### src/rtl/edge_detect_multi.sv
// Multi-channel synchronise / glitch-filter / edge-pulse block for bus pins.
// Optional per-channel saturating edge counters are built when EDGE_CNT_EN is defined.
module edge_detect_multi #(
  parameter int NUM_CH      = 2,
  parameter int SYNC_STAGES = 2,
  parameter int FILT_LEN    = 1,
  parameter int IDLE_VAL    = 1,
  parameter int CNT_W       = 8
) (
  input  logic                    clk,
  input  logic                    rst,
  input  logic                    en,
  input  logic [NUM_CH-1:0]       d_in,
  input  logic [2*NUM_CH-1:0]     mode,
  output logic [NUM_CH-1:0]       d_level,
  output logic [NUM_CH-1:0]       d_rise,
  output logic [NUM_CH-1:0]       d_fall,
  output logic [NUM_CH-1:0]       d_edge,
  input  logic                    cnt_clr,
  output logic [CNT_W*NUM_CH-1:0] edge_cnt
);

  localparam int              FCW    = $clog2(FILT_LEN + 1);
  localparam logic [FCW-1:0]  F_LAST = FCW'(FILT_LEN - 1);
  localparam logic            IDLE_B = (IDLE_VAL != 0);

  for (genvar i = 0; i < NUM_CH; i++) begin : g_ch
    logic [SYNC_STAGES-1:0] sync_q;
    logic [FCW-1:0]         fcnt_q, fcnt_d;
    logic                   filt_q, filt_d;
    logic                   rise_q, rise_d;
    logic                   fall_q, fall_d;
    logic                   s;
    logic                   accept;

    // Stage 0 is the LSB; the MSB is the synchronised sample fed to the filter.
    assign s = sync_q[SYNC_STAGES-1];

    always_comb begin
      fcnt_d = '0;
      filt_d = filt_q;
      accept = 1'b0;
      if (s != filt_q) begin
        if (fcnt_q == F_LAST) begin
          accept = 1'b1;
          filt_d = s;
        end else begin
          fcnt_d = fcnt_q + FCW'(1);
        end
      end
      rise_d = en & mode[2*i]   & accept & s;
      fall_d = en & mode[2*i+1] & accept & ~s;
    end

    always_ff @(posedge clk or posedge rst) begin
      if (rst) begin
        sync_q <= {SYNC_STAGES{IDLE_B}};
        fcnt_q <= '0;
        filt_q <= IDLE_B;
        rise_q <= 1'b0;
        fall_q <= 1'b0;
      end else begin
        sync_q <= {sync_q[SYNC_STAGES-2:0], d_in[i]};
        fcnt_q <= fcnt_d;
        filt_q <= filt_d;
        rise_q <= rise_d;
        fall_q <= fall_d;
      end
    end

    assign d_level[i] = filt_q;
    assign d_rise[i]  = rise_q;
    assign d_fall[i]  = fall_q;
    assign d_edge[i]  = rise_q | fall_q;

`ifdef EDGE_CNT_EN
    logic [CNT_W-1:0] ecnt_q, ecnt_d;

    // Clear wins over a coincident pulse; the count sticks at all-ones.
    always_comb begin
      ecnt_d = ecnt_q;
      if (cnt_clr) begin
        ecnt_d = '0;
      end else if ((rise_q | fall_q) && (ecnt_q != {CNT_W{1'b1}})) begin
        ecnt_d = ecnt_q + CNT_W'(1);
      end
    end

    always_ff @(posedge clk or posedge rst) begin
      if (rst) begin
        ecnt_q <= '0;
      end else begin
        ecnt_q <= ecnt_d;
      end
    end

    assign edge_cnt[CNT_W*i +: CNT_W] = ecnt_q;
`else
    assign edge_cnt[CNT_W*i +: CNT_W] = '0;
`endif
  end

`ifndef EDGE_CNT_EN
  logic unused_cnt_clr;
  assign unused_cnt_clr = cnt_clr;
`endif

endmodule

### config.mk
export PLATFORM = sky130hd
export DESIGN_NAME = edge_detect_multi
export DESIGN_NICKNAME = d
export VERILOG_FILES = /design/src/rtl/edge_detect_multi.sv
export SDC_FILE = /design/constraint.sdc
export NUM_CORES = 1
export LEC_CHECK = 0
export BUFFER_PORTS_ARGS = -buffer_cell sky130_fd_sc_hd__buf_2
export CAP_MARGIN = 30
export CORE_AREA = 2 2 39 41
export CTS_BUF_LIST = sky130_fd_sc_hd__clkbuf_4 sky130_fd_sc_hd__clkbuf_8
export CTS_CLUSTER_SIZE = 24
export DETAILED_ROUTE_END_ITERATION = 16
export DIE_AREA = 0 0 41 43
export PLACE_DENSITY = 0.82
export SLEW_MARGIN = 0
export SYNTH_ARGS = -nofsm -noshare
export SYNTH_HDL_FRONTEND = slang
export SYNTH_SLANG_ARGS = --single-unit
### constraint.sdc
create_clock -name clk -period 1.45 [get_ports clk]
set_clock_uncertainty 0.05 [all_clocks]
set_input_delay 0.0725 -clock clk [delete_from_list [all_inputs] [get_ports clk]]
set_output_delay 0.0725 -clock clk [all_outputs]
set_load 0.01 [all_outputs]
* Yosys cells after proc, flatten, opt, wreduce, memory -nomap -nowiden
Index checks and enable logic that the tools add are counted.
** Storage, ports and cells
- Bits in registers :: 12
- Bits of input ports :: 10
- Output and inout port bits :: 24
- Logic and storage cells :: 42
** Operators by class
- $add $sub $neg :: 2
- Equality and inequality tests :: 2
- Multiplexer cells :: 8
- Bitwise gates (word level) :: 18
- Reductions and logical operators :: 2
** Operator list (count)
- 1-bit bitwise AND :: 12
- 1-bit two-way mux :: 8
- 1-bit inverter :: 4
- 2-bit AND reduction :: 2
- 1-bit adder (second input constant) :: 2
- 1-bit != test :: 2
- 1-bit OR :: 2

* Logic depth before layout (Yosys ltp)
- Word-level depth :: 4
- Gate-level depth with buffers :: 1
- Depth with buffers taken out :: 1

* Least setup slack after synthesis
Ideal clock, no wire load.
- Path type :: reg2reg
- From :: register g_ch[0].filt_q
- To :: register g_ch[0].rise_q
- Library setup time :: 121 ps
- Arrival :: 680 ps
- Required time :: 1279 ps
- Setup slack :: 599 ps
- Stages on the path, launching flop included :: 2
- Buffers on the path :: 0
- Period minus slack after synthesis :: 851 ps
- Path through :: dfstp_2 and4b_1
** On the way
- Word-level cells in the longest chain between the ends :: 4
** Ends and longest elaborated chain
- start: declaration :: RTL line 30 : logic filt_q, filt_d;
- start signal: assignment :: RTL line 65 : filt_q <= filt_d;
- 1-bit != test :: RTL line 43 : if (s != filt_q) begin
- 1-bit two-way mux :: RTL line 43
- 1-bit bitwise AND (2 in series) :: RTL line 51 : rise_d = en & mode[2*i] & accept & s;
- named net g_ch[0].rise_d :: RTL line 31 : logic rise_q, rise_d;
- end signal: assignment :: RTL line 66 : rise_q <= rise_d;
- end: declaration :: RTL line 31
The timed path passes the listed nets, and every way through them passes these cells.
A chain may end at the register's enable or synchronous reset.

* Worst setup path after layout
- From :: register g_ch[1].fall_q
- To :: output port d_edge[1]
** On the way
- Word-level cells in the longest chain between the ends :: 1
** Ends and longest elaborated chain
- start: declaration :: RTL line 32 : logic fall_q, fall_d;
- start signal: assignment :: RTL line 67 : fall_q <= fall_d;
- 1-bit OR :: RTL line 74 : assign d_edge[i] = rise_q | fall_q;
- end: declaration :: RTL line 18 : output logic [NUM_CH-1:0] d_edge,
No other way between the ends.

==> results.md <==
- Cell Pwr Density: 1119 nW/µm²
- Req. time, crit path: 1.33 ns
- Skew-Pair Late Insertion Delay: 0.26 ns
- Initial Util: 35.44%
- Worst setup margin: 0.3553 ns
- Mean Syn Cell Area: ~12 µm²
- Hold Crit Depth: 2
- Leakage: 0.0003134 µW
- Placeable Area: 1384 µm²
- Clock sinks: 10
- Kind of critical path: flip-flop to output pin
- Fin. Hold Viols: 0
- Reg2Reg Setup Slack: approximately 0.57 ns
- DR vias/cell: 3.514
- Hold Crit Start: mode[1]
- Gpl congestion: 0.6650
- Post-CTS Setup Bufs: 0
- GRT Util Overall: between 7 and 8%
- Area Overhead vs Synth: 10.20%
- Chip width: 41 µm
- Worst-path maximum fanout: 2
- Critical Path End Type: output pin
- Largest net degree at the start of global routing: 11
- Fmax: ~0.91 GHz
- Worst R2R Start: g_ch[1].sync_q[1]$_DFF_PP1_
- Max_cap viols: 0
- Clock tree buffer depth: 2
- Sum of negative setup slack: 0 ns
- Die area: 1763 µm²
- First-pass DRT Iterations: 1
- Final setup viols: 0
- Post-synthesis sequential area ratio: 52.55%
- Wire per inst: 8.278 µm
- Final Instance Area: 540.5 µm²
- Number of CTS-inserted buffers: 3
- Post-synthesis cell count: 42
- Synth top area cells: buf_4 (34%), dfstp_2 (32%), dfrtp_1 (20%)
- Vias: 253
- Root Driver: clkbuf_4
- Layout cell share with drive strength beyond 1: 46.43%
- # IOs: 34
- Synth area leader: buf_4
- Num rows: 14
- Placed cell count: 65
- CP Launch Type: flip-flop
- Final Power: 604.7 µW
- Placed inst area: 474.2 µm²
- #FFs+latches synth: 10
- Peak supply drop: 0.4505 mV
- Ys Warns: 0
- Die height: about 43 µm
- # resized after CTS: 0
- Number of antenna violations at the first check in global routing: 0
- Vias in the first global route: 235
- Netlist cell types: 8
- Yosys top cell area share: roughly a third
- Hold Path Class: input port to flip-flop
- WL final: about 600 µm
- DRC Markers: 0
- IO buf count: 16
- First-pass GRT wire length: 855 µm
- Period Utilization, post-route: 75.50%
- H-Tree Depth: 1
- Reg2Reg Capture Point: g_ch[1].fall_q$_DFF_PP0_
- Number of inserted diodes: 0
- Final ANT Viol Nets: 0
- Post-CTS Hold Buffers: 3
- Post-layout nets: 67
- RSZ-0062 raised after global routing: no
- Non-Filler Instances: 72
- Worst Path Arrival: roughly 0.97 ns
- Post-Syn Area: 490.5 µm²
- Tmin final: ~1.1 ns
- Drt initial violations: 0
- Worst R2R Path Depth: 1
- Grt total ovfl: 0
- Worst-path clk slew: ~0.060 ns
- Pre-CTS setup slack: 0.5775 ns
- Hold EP: g_ch[0].fall_q$_DFF_PP0_
- CTS tree: yes
- Status: completed
- Count of final max-slew check failures: 0
sequential cells by signal, summed over array words and instances, names as in the netlist:
| name | flops |
|---|---|
| g_ch.sync_q | 4 |
| g_ch.fall_q | 2 |
| g_ch.filt_q | 2 |
| g_ch.rise_q | 2 |
layer usage:
metal | GRT usage (%) | vias to the layer above | wire length, µm
met3 | 5.236 | 2 | 111
li1 | - | 119 | -
met2 | 11.56 | 25 | 278
met4 | 8.000 | 0 | 11
met5 | 0 | - | 0
met1 | 6.463 | 107 | 195
synth_stat cells:
| library cell | count |
|---|---|
| buf_4 | 22 |
| conb_1 | 1 |
| dfrtp_1 | 4 |
| inv_1 | 1 |
| dfstp_2 | 6 |
| or2_1 | 2 |
| and4b_1 | 4 |
| clkbuf_1 | 2 |
report_power, final:
part | total, µW | leakage (µW) | switching, µW | internal, µW
sequential | 302 | 0.000118 | 5.25 | 297
clock | 244 | 0.0000210 | 92.1 | 152
combinational | 57.9 | 0.000174 | 35.6 | 22.3
cell usage in the layout (no fill, tap or decap):
| cell | instances |
|---|---|
| and4b_1 | 4 |
| buf_2 | 16 |
| clkbuf_4 | 3 |
| clkbuf_8 | 1 |
| conb_1 | 16 |
| dfrtp_1 | 4 |
| dfstp_2 | 6 |
| dlygate4sd3_1 | 3 |
| inv_1 | 1 |
| or2_1 | 2 |
kinds of logic (layout without fill, tap and decap cells):
| family | Yosys count | in the layout | synth area share [%] |
|---|---|---|---|
| flip-flops | 10 | 10 | 52.55 |
| buffers and inverters | 25 | 24 | 35.97 |
| AND/OR/NAND/NOR | 6 | 6 | 10.71 |
| other | 1 | 16 | 0.7646 |
through the flow:
step	hold slack [ns]	util, %
final	0.02953	39.06
after global routing	0.02757	39.06
after CTS	0.02111	39.06
after detailed placement	-0.0001168	34.27
after global placement	-0.009015	34.27
after floorplan	-0.1416	-
critical path, cell delays in order, from the launching register on:
cell	delay (ns)
dfrtp_1	0.37
or2_1	0.21
buf_2	0.13
layout make-up:
cell class	instances	area, µm²
clock buffers	4	36.28
multi-input cells	22	112.6
well taps	16	20.02
fillers	145	843.3
inverters	1	3.754
repair buffers	19	110.1
flip-flops and latches	10	257.7
worst max path at each step:
stage / cells past startpoint / endpoint / startpoint / slack, ns
after floorplan: 1 / g_ch[0].rise_q$_DFF_PP0_ / g_ch[0].filt_q$_DFFE_PP1P_ / 0.60
after global placement: 1 / g_ch[1].fall_q$_DFF_PP0_ / g_ch[1].sync_q[1]$_DFF_PP1_ / 0.59
after detailed placement: 1 / g_ch[1].fall_q$_DFF_PP0_ / g_ch[1].sync_q[1]$_DFF_PP1_ / 0.58
after CTS: 2 / d_edge[0] / g_ch[0].fall_q$_DFF_PP0_ / 0.34
after global routing: 2 / d_edge[1] / g_ch[1].fall_q$_DFF_PP0_ / 0.29
final: 2 / d_edge[1] / g_ch[1].fall_q$_DFF_PP0_ / 0.36
(Power assumes the default switching activity.)
